`src/rtl/ps2_tone_synth.sv`:
```
`default_nettype none
// ============================================================================
// Module      : ps2_tone_synth
// Description : Polyphonic square-wave tone generator driven by raw PS/2
//               scan-code bytes. Decodes make/break/E0 sequences, tracks
//               eight mapped keys, assigns held keys to tone voices, mixes
//               the voices and paces the mix into an audio write port.
// Revision    : 1.0 - initial release
// ============================================================================
module ps2_tone_synth #(
    parameter int NUM_VOICES = 4,
    parameter int CLK_HZ     = 50000000,
    parameter int SAMPLE_HZ  = 48000,
    parameter int SAMPLE_W   = 32,
    parameter int AMPLITUDE  = 25000000
) (
    input  logic                       CLOCK_50,
    input  logic                       reset,
    input  logic [7:0]                 received_data,
    input  logic                       received_data_en,
    input  logic                       audio_out_allowed,
    output logic signed [SAMPLE_W-1:0] left_channel_audio_out,
    output logic signed [SAMPLE_W-1:0] right_channel_audio_out,
    output logic                       write_audio_out,
    output logic [7:0]                 key_held,
    output logic [NUM_VOICES-1:0]      voice_active,
    output logic                       voice_overflow,
    output logic                       sample_dropped
);

    localparam int c_SAMPLE_DIV = CLK_HZ / SAMPLE_HZ;
    localparam int c_DIV_W      = $clog2(c_SAMPLE_DIV + 1);
    // Widest half-period belongs to the lowest note (262 Hz).
    localparam int c_CNT_W      = $clog2(CLK_HZ / (2 * 262) + 1);
    localparam logic signed [SAMPLE_W-1:0] c_AMP = SAMPLE_W'(AMPLITUDE);

    localparam longint c_MIX_MAX = longint'(NUM_VOICES) * longint'(AMPLITUDE);
    localparam longint c_MIX_LIM = longint'(1) << (SAMPLE_W - 1);

    // Reject configurations whose worst-case mix cannot fit the sample width.
    generate
        if (c_MIX_MAX >= c_MIX_LIM || NUM_VOICES < 1 || NUM_VOICES > 8) begin : g_param_err
            $error("ps2_tone_synth: NUM_VOICES*AMPLITUDE must fit in SAMPLE_W-1 bits, NUM_VOICES in 1..8");
        end
    endgenerate

    // Half-period in clock cycles for each key index.
    function automatic logic [c_CNT_W-1:0] f_half(input logic [2:0] k);
        case (k)
            3'd0:    f_half = c_CNT_W'(CLK_HZ / (2 * 440));
            3'd1:    f_half = c_CNT_W'(CLK_HZ / (2 * 490));
            3'd2:    f_half = c_CNT_W'(CLK_HZ / (2 * 624));
            3'd3:    f_half = c_CNT_W'(CLK_HZ / (2 * 580));
            3'd4:    f_half = c_CNT_W'(CLK_HZ / (2 * 669));
            3'd5:    f_half = c_CNT_W'(CLK_HZ / (2 * 262));
            3'd6:    f_half = c_CNT_W'(CLK_HZ / (2 * 294));
            default: f_half = c_CNT_W'(CLK_HZ / (2 * 330));
        endcase
    endfunction

    typedef enum logic [1:0] {
        ST_IDLE    = 2'd0,
        ST_EXT     = 2'd1,
        ST_BRK     = 2'd2,
        ST_EXT_BRK = 2'd3
    } state_t;

    state_t                  r_state;
    state_t                  w_state_nxt;
    logic                    w_make;
    logic                    w_break;
    logic                    w_ext;
    logic                    w_key_vld;
    logic [2:0]              w_key_idx;
    logic                    w_do_make;
    logic                    w_do_break;

    logic [7:0]              r_key_held;
    logic                    r_overflow;
    logic [NUM_VOICES-1:0]   r_v_active;
    logic [2:0]              r_v_key   [NUM_VOICES];
    logic [c_CNT_W-1:0]      r_v_cnt   [NUM_VOICES];
    logic [NUM_VOICES-1:0]   r_v_phase;
    logic [NUM_VOICES-1:0]   w_free_oh;
    logic                    w_free_vld;
    logic [NUM_VOICES-1:0]   w_v_hit;
    logic [NUM_VOICES-1:0]   w_v_wrap;

    logic signed [SAMPLE_W-1:0] w_mix;
    logic signed [SAMPLE_W-1:0] r_mix;
    logic signed [SAMPLE_W-1:0] r_sample;
    logic [c_DIV_W-1:0]         r_div;
    logic                       w_tick;
    logic                       r_pending;
    logic                       r_dropped;
    logic                       w_write;

    // Parser state register.
    always_ff @(posedge CLOCK_50) begin
        if (reset) r_state <= ST_IDLE;
        else       r_state <= w_state_nxt;
    end

    // Parser next-state and make/break event generation, advanced only on a strobe.
    always_comb begin
        w_state_nxt = r_state;
        w_make      = 1'b0;
        w_break     = 1'b0;
        if (received_data_en) begin
            if (received_data == 8'hE0) begin
                w_state_nxt = ST_EXT;
            end else if (received_data == 8'hF0) begin
                w_state_nxt = (r_state == ST_EXT) ? ST_EXT_BRK : ST_BRK;
            end else begin
                w_state_nxt = ST_IDLE;
                if (r_state == ST_IDLE || r_state == ST_EXT) w_make  = 1'b1;
                else                                         w_break = 1'b1;
            end
        end
    end

    assign w_ext = (r_state == ST_EXT) || (r_state == ST_EXT_BRK);

    // Scan-code to key-index map; arrow keys accept an optional E0 prefix.
    always_comb begin
        w_key_vld = 1'b0;
        w_key_idx = 3'd0;
        case (received_data)
            8'h75: begin w_key_vld = 1'b1;   w_key_idx = 3'd0; end
            8'h72: begin w_key_vld = 1'b1;   w_key_idx = 3'd1; end
            8'h6B: begin w_key_vld = 1'b1;   w_key_idx = 3'd2; end
            8'h74: begin w_key_vld = 1'b1;   w_key_idx = 3'd3; end
            8'h29: begin w_key_vld = !w_ext; w_key_idx = 3'd4; end
            8'h1C: begin w_key_vld = !w_ext; w_key_idx = 3'd5; end
            8'h1B: begin w_key_vld = !w_ext; w_key_idx = 3'd6; end
            8'h23: begin w_key_vld = !w_ext; w_key_idx = 3'd7; end
            default: begin w_key_vld = 1'b0; w_key_idx = 3'd0; end
        endcase
    end

    // Typematic repeats of a held key and breaks of an unheld key are no-ops.
    assign w_do_make  = w_make  && w_key_vld && !r_key_held[w_key_idx];
    assign w_do_break = w_break && w_key_vld &&  r_key_held[w_key_idx];

    // Lowest clear bit of the active mask, one-hot; zero when all voices are busy.
    assign w_free_oh  = ~r_v_active & (r_v_active + NUM_VOICES'(1));
    assign w_free_vld = |w_free_oh;

    // Per-voice break match and half-period wrap detection.
    always_comb begin
        for (int v = 0; v < NUM_VOICES; v++) begin
            w_v_hit[v]  = r_v_active[v] && (r_v_key[v] == w_key_idx);
            w_v_wrap[v] = (r_v_cnt[v] == f_half(r_v_key[v]) - c_CNT_W'(1));
        end
    end

    // Held-key bitmap and sticky overflow flag.
    always_ff @(posedge CLOCK_50) begin
        if (reset) begin
            r_key_held <= 8'd0;
            r_overflow <= 1'b0;
        end else begin
            if (w_do_make)                r_key_held[w_key_idx] <= 1'b1;
            if (w_do_break)               r_key_held[w_key_idx] <= 1'b0;
            if (w_do_make && !w_free_vld) r_overflow <= 1'b1;
        end
    end

    // Voice allocation, release and square-wave half-period counters.
    always_ff @(posedge CLOCK_50) begin
        if (reset) begin
            r_v_active <= '0;
            r_v_phase  <= '0;
            for (int v = 0; v < NUM_VOICES; v++) begin
                r_v_key[v] <= 3'd0;
                r_v_cnt[v] <= '0;
            end
        end else begin
            for (int v = 0; v < NUM_VOICES; v++) begin
                if (w_do_make && w_free_oh[v]) begin
                    r_v_active[v] <= 1'b1;
                    r_v_key[v]    <= w_key_idx;
                    r_v_cnt[v]    <= '0;
                    r_v_phase[v]  <= 1'b1;
                end else if (w_do_break && w_v_hit[v]) begin
                    r_v_active[v] <= 1'b0;
                end else if (r_v_active[v]) begin
                    if (w_v_wrap[v]) begin
                        r_v_cnt[v]   <= '0;
                        r_v_phase[v] <= ~r_v_phase[v];
                    end else begin
                        r_v_cnt[v]   <= r_v_cnt[v] + c_CNT_W'(1);
                    end
                end
            end
        end
    end

    // Signed sum of voice contributions; the width cannot overflow.
    always_comb begin
        w_mix = '0;
        for (int v = 0; v < NUM_VOICES; v++) begin
            if (r_v_active[v]) w_mix = r_v_phase[v] ? (w_mix + c_AMP) : (w_mix - c_AMP);
        end
    end

    // Mixer output register.
    always_ff @(posedge CLOCK_50) begin
        if (reset) r_mix <= '0;
        else       r_mix <= w_mix;
    end

    assign w_tick  = (r_div == c_DIV_W'(c_SAMPLE_DIV - 1));
    assign w_write = r_pending && audio_out_allowed;

    // Sample-rate divider, output latch and write handshake.
    always_ff @(posedge CLOCK_50) begin
        if (reset) begin
            r_div     <= '0;
            r_sample  <= '0;
            r_pending <= 1'b0;
            r_dropped <= 1'b0;
        end else begin
            r_div <= w_tick ? '0 : r_div + c_DIV_W'(1);
            if (w_tick) begin
                r_sample  <= r_mix;
                r_pending <= 1'b1;
                // A write in the same cycle consumes the old sample, so nothing is lost.
                if (r_pending && !w_write) r_dropped <= 1'b1;
            end else if (w_write) begin
                r_pending <= 1'b0;
            end
        end
    end

    assign left_channel_audio_out  = r_sample;
    assign right_channel_audio_out = r_sample;
    assign write_audio_out         = w_write;
    assign key_held                = r_key_held;
    assign voice_active            = r_v_active;
    assign voice_overflow          = r_overflow;
    assign sample_dropped          = r_dropped;

endmodule
`default_nettype wire

```
`config.mk`:
```
export PLATFORM = sky130hd
export DESIGN_NAME = ps2_tone_synth
export DESIGN_NICKNAME = d
export VERILOG_FILES = /design/src/rtl/ps2_tone_synth.sv
export SDC_FILE = /design/constraint.sdc
export NUM_CORES = 1
export LEC_CHECK = 0
export ABC_AREA = 1
export BUFFER_PORTS_ARGS = -buffer_cell sky130_fd_sc_hd__buf_2
export CORE_AREA = 2 2 162 164
export DETAILED_ROUTE_END_ITERATION = 16
export DIE_AREA = 0 0 164 166
export GPL_ROUTABILITY_DRIVEN = 0
export PLACE_DENSITY = 0.73
export SYNTH_ARGS = -nofsm -noshare
export SYNTH_HDL_FRONTEND = slang
export SYNTH_SLANG_ARGS = --single-unit
```
`constraint.sdc`:
```
create_clock -name CLOCK_50 -period 7.2 [get_ports CLOCK_50]
set_input_delay 0.36 -clock CLOCK_50 [delete_from_list [all_inputs] [get_ports CLOCK_50]]
set_output_delay 0.36 -clock CLOCK_50 [all_outputs]
set_load 0.02 [all_outputs]
```
; ---- Word-level counts from Yosys, hierarchy flattened
; Memory sizes are Yosys's and may differ from the RTL's.
; Cells that the tools add are included.
[word_totals]
output_inout_bits = 79
memories = 2
word_cells = 299
register_bits = 96
mem_bits_rw = 80
input_bits = 12
[op_classes]
add_sub_neg = 16
eq_ne = 49
n_bitwise = 25
order_cmp = 2
reduce_logical = 53
mux = 136
[memory_table]
columns = memory, words, word_bits, rd, rd_clocked_by_memory_dff, write_ports, line
row1 = r_v_cnt, 4, 17, 4, 0, 4, 82  ; logic [c_CNT_W-1:0] r_v_cnt [NUM_VOICES];
row2 = r_v_key, 4, 3, 4, 0, 4, 81  ; logic [2:0] r_v_key [NUM_VOICES];
[ops]
columns = operator, count
row1 = $pmux 17 s7, 4
row2 = $mux 32, 8
row3 = $mux 17, 12
row4 = $mux 1, 99
row5 = $add 32x26->32 const B, 3
row6 = $sub 32x26->32 const B, 3
row7 = $add 17x1->17 const B, 4
row8 = $eq 17x17->1, 4
row9 = $sub 17x1->17 const B, 4
row10 = $eq 3x3->1 const B, 12
row11 = $eq 8x7->1 const B, 4
row12 = $reduce_bool 2->1, 13
row13 = $eq 3x2->1 const B, 8
row14 = $mux 8, 3
row15 = $pmux 3 s7, 1
row16 = $logic_and 1x1->1, 20
row17 = $eq 8x5->1 const B, 2
row18 = $eq 8x6->1 const B, 2
row19 = $eq 8x8->1 const B, 2
row20 = $or 1x1->1, 16
row21 = $eq 3x1->1 const B, 4
row22 = $eq 3x3->1, 4
row23 = $logic_not 3->1, 4
row24 = $mux 3, 4
row25 = 25 further kinds, 41

; ---- Longest topological paths before layout
[depth]
ltp_word = 15
depth_mapped = 35

; ---- Least setup slack after synthesis
; Ideal clock, no wire load.
[synth_timing]
path_kind = reg2reg
start = register r_v_active[0], in the netlist voice_active[0]
end = register r_mix[20]
setup_ns = 0.070
t_arrival_ns = 5.044
synth_period_minus_slack_ns = 5.114
n_path_buf = 1
setup_slack_ns = 2.086
stages_incl_launch_ff = 25
path_cell_list = dfxtp_1 buf_2 clkinv_1 nor2_1 fa_1 fa_1 o21ai_0 inv_1 ha_1 a21oi_1 o21ai_0 or2_2 xnor2_1 o21ai_0 ha_1 a21oi_1 nor2_1 nor2_1 nand2_1 a21oi_1 o21ai_0 or2_2 nand3_1 nand2_1 a21oi_1
[synth_between]
elab_chain_cells = 10
[synth_rtl]
columns = item, line
row1 = from (decl), 80  ; logic [NUM_VOICES-1:0] r_v_active;
row2 = from (signal assigned), 172  ; r_v_active <= '0;
row3 = "from (signal, indexed assignment)", 181  ; r_v_active[v] <= 1'b1;
row4 = "from (signal, indexed assignment)", 186  ; r_v_active[v] <= 1'b0;
row5 = $mux 32 *, 203  ; if (r_v_active[v]) w_mix = r_v_phase[v] ? (w_mix + c_AMP) : (w_mix - c_AMP);
row6 = $sub 32x26->32 or $add 32x26->32 (tied branches), 203
row7 = $mux 32, 203
row8 = $mux 32 *, 203
row9 = $sub 32x26->32 or $add 32x26->32 (tied branches), 203
row10 = $mux 32, 203
row11 = $mux 32 *, 203
row12 = $sub 32x26->32 or $add 32x26->32 (tied branches), 203
row13 = $mux 32, 203
row14 = $mux 32 *, 203
row15 = to (signal assigned), 210  ; else r_mix <= w_mix;
row16 = to (decl), 90  ; logic signed [SAMPLE_W-1:0] r_mix;
; Mark *: on every way between the ends. The rest lies on a longest branch, timed or not.
; A chain may end at the register's enable or synchronous reset.

; ---- Worst setup path in the final report
; Ends and elaborated chain as after synthesis.

==> flow_summary_export.csv <==
group,metric,value,unit
run_status,status,"finished, final reports clean",
global_route,antenna_found_initial,0,
finish,fin_nets,2201,
synthesis,synth_cells,2090,
worst_setup_path,critical-path-max-stage-delay,590,ps
synthesis,yosysMostFrequentCell,"nand2_1",
worst_setup_path,worst-setup-path-type,"flop to flop",
synthesis,yosysWarnings,0,
floorplan,die_h,166,um
sta,rsz0062_at_grt,"no",
clock_network,cts_setup_buffers,0,
pwr,ir_drop,0.112,mV
sta,fmax,159,MHz
sta,maxSlewHeadroom,32.1,%
sta,setup_viol,0,
clock_network,htreeDepth,4,
detailed_routing,routed_wl,35300,um
worst_setup_path,cp.required,7580,ps
clock_network,post_cts_resize_count,0,
finish,antenna_cells,0,
global_route,track_usage,26.5,%
finish,layout-drive-gt1-share,9.19,%
worst_setup_path,end_kind,"flop",
synthesis,synth_commonest_cells,"nand2_1 (516), nor2_1 (309), inv_1 (247)",
clock_network,cts_root_buffer,"clkbuf_16",
clock_network,cts_tree,"done",
sta,slew_viol_final,0,
worst_setup_path,slowest_stage,"dfxtp_1",
pwr,power.density,147,nW/um2
global_route,overflow,0,
synthesis,ys_seq_area_share,29.6,%
pwr,p_leak,7.08,nW
floorplan,dieArea,27200,um2
floorplan,num_rows,59,
sta,clock_skew,16.4,ps
sta,hold_viol_final,0,
synthesis,synth-edff-count,80,
sta,tns,0,ps
finish,post-route-util,57.8,%
global_route,grt_pass1_vias,12500,
placed_design,placed_cells,2436,
detailed_routing,drc_errors,0,
finish,syn_to_final_growth,7.17,%
sta,hold_ws,206,ps
floorplan,io-pin-count,91,
global_route,grt_pass1_wl,59900,um
worst_setup_path,crit_chain,"clkinv_1 -> nor2_1 -> fa_1 -> fa_1 -> o21ai_0 -> inv_1 -> ha_1 -> a21oi_1 -> o21ai_0 -> or2_2 -> xnor2_1 -> o21ai_0 -> ha_1 -> a21oi_1 -> nor2_1 -> nor2_1 -> nand2_1 -> a21oi_1 -> o21ai_0 -> or2_2 -> nand3_1 -> nand2_1 -> a21oi_1",
synthesis,yosysTopAreaCell,"edfxtp_1",
hold_path,hold_path_class,"input pin to flop",
floorplan,core,25600,um2
placed_design,port_buffers,78,
detailed_routing,vias_per_cell,5.50,
synthesis,synthFlopType,"dfxtp_1",
global_route,grt_max_degree,70,
clock_network,cts_buffers,17,
detailed_routing,wl_per_cell,14.3,um
worst_setup_path,path_max_fanout,11,
job,maxCapViolations,0,
clock_network,clock-sinks,164,
synthesis,async_reset_ff_share,0,%
detailed_routing,num_vias,13600,
clock_network,clk_path_buf_depth,2,
finish,finalNonFillerCells,2468,
worst_setup_path,crit_path_start_kind,"flop",
synthesis,synth_area,13800,um2
placed_design,hpwl,27200,um
clock_network,clock_latency,440,ps
detailed_routing,drt_pass1_iterations,6,
worst_setup_path,cp.arrival,6660,ps
sta,tightest_slew,1020,ps
synthesis,synth.distinct_cells,57,
floorplan,die_w,164,um
clock_network,path_clk_slew,80,ps
synthesis,yosysTopAreaCellShare,17.4,%
detailed_routing,drt_iter0_markers,1554,
synthesis,syn_area_per_cell,6.61,um2
clock_network,cts.hold.buffers_added,0,
sta,min_period,6290,ps
floorplan,initial_core_util,53.9,%
sta,period_share,87.3,%
synthesis,synth_seq_cells,164,
detailed_routing,postRouteAntennaNets,0,
synthesis,netlist_top_cells_area,"edfxtp_1 (17%), nand2_1 (14%), dfxtp_1 (12%)",
stage by stage:
stage	power [mW]	worst slack (ps)	area, um2
floorplan	1.20	2090	13800
global placement	1.24	1190	14200
detailed placement	1.24	1070	14200
CTS	2.18	1060	14800
global route	2.25	373	14800
finish	2.17	915	14800
layout by cell type (no fill, tap or decap), types with 5 or more instances in the layout:
| cell type | count |
|---|---|
| inv_1 | 247 |
| o22ai_1 | 6 |
| or2_2 | 12 |
| nor3_1 | 42 |
| inv_2 | 13 |
| o211ai_1 | 7 |
| nand4_1 | 41 |
| edfxtp_1 | 80 |
| o21bai_1 | 12 |
| nor2_2 | 13 |
| nand2_2 | 13 |
| clkinv_8 | 5 |
| a21boi_0 | 5 |
| o21ai_0 | 107 |
| nor2_4 | 5 |
| nand3_2 | 5 |
| nand3b_1 | 8 |
| o21ai_1 | 6 |
| fa_1 | 14 |
| buf_2 | 78 |
| conb_1 | 12 |
| nand2_1 | 516 |
| nand3_1 | 177 |
| dfxtp_1 | 84 |
| ha_1 | 55 |
| nor2_1 | 309 |
| a21oi_1 | 115 |
| xnor2_1 | 12 |
| clkbuf_16 | 17 |
| xor2_1 | 50 |
| nor3b_1 | 6 |
cell type report:
class                      instances  area (um2)
timing repair buffer              80         405
fill                            2418       10800
inverter                         263         990
clock buffer                      17         425
multi-input combinational       1594        8280
clock inverter                    15         194
tap                              335         419
sequential                       164        4080
power breakdown:
| part | switching [mW] | total, mW | internal [mW] | leakage [nW] |
|---|---|---|---|---|
| Clock | 0.467 | 0.944 | 0.478 | 0.300 |
| Combinational | 0.139 | 0.204 | 0.0645 | 5.27 |
| Sequential | 0.0258 | 1.02 | 0.996 | 1.50 |
| Total | 0.631 | 2.17 | 1.54 | 7.08 |
flip-flops by register name (all words and copies together) (netlist names):
signal and cells:
r_pending 1, voice_active 4, sample_dropped 1, r_div 11, voice_overflow 1, key_held 8, r_mix 26, r_v_key 12
r_v_cnt 68, left_channel_audio_out 26, r_v_phase 4, r_state 2
cell families (layout without fill, tap and decap cells):
kind of cell	count (synthesis)	in the layout	share of synthesized area, %
AOI/OAI and AO/OA	278	278	11.1
xor gates and xnor gates	62	62	3.93
adders and majority gates	69	69	7.01
buffers and inverters	343	375	10.8
DFF	164	164	29.6
other	1	12	0.0272
and+or+nand+nor	1173	1173	37.6
per-layer routing:
layer / GRT usage [%] / vias up / wire length [um]
li1: - / 6828 / -
met1: 37.0 / 6165 / 16100
met2: 42.3 / 513 / 16000
met3: 4.20 / 75 / 2440
met4: 7.82 / 0 / 793
met5: 0 / - / 0
worst paths after layout:
path                                      from                       to  slack (ps)  depth (start not counted)
hold reg to reg            r_div[0]$_SDFF_PP0_      r_div[0]$_SDFF_PP0_         450                          1
setup / recovery  voice_active[0]$_SDFFE_PP0P_     r_mix[20]$_SDFF_PP0_         910                         23
setup reg to reg  voice_active[0]$_SDFFE_PP0P_     r_mix[20]$_SDFF_PP0_         910                         23
hold / removal                received_data_en  r_state[1]$_SDFFE_PP0P_         210                          2
worst max-delay path: cells and delay by family, from the launching register on:
kind	cells	cell delay (ps)
flops	1	590
fa+ha+maj	4	1590
compound gates	8	1930
xor+xnor	1	140
simple gates	8	1540
buf+inv	2	430
Power figures use the tool's default switching activity.
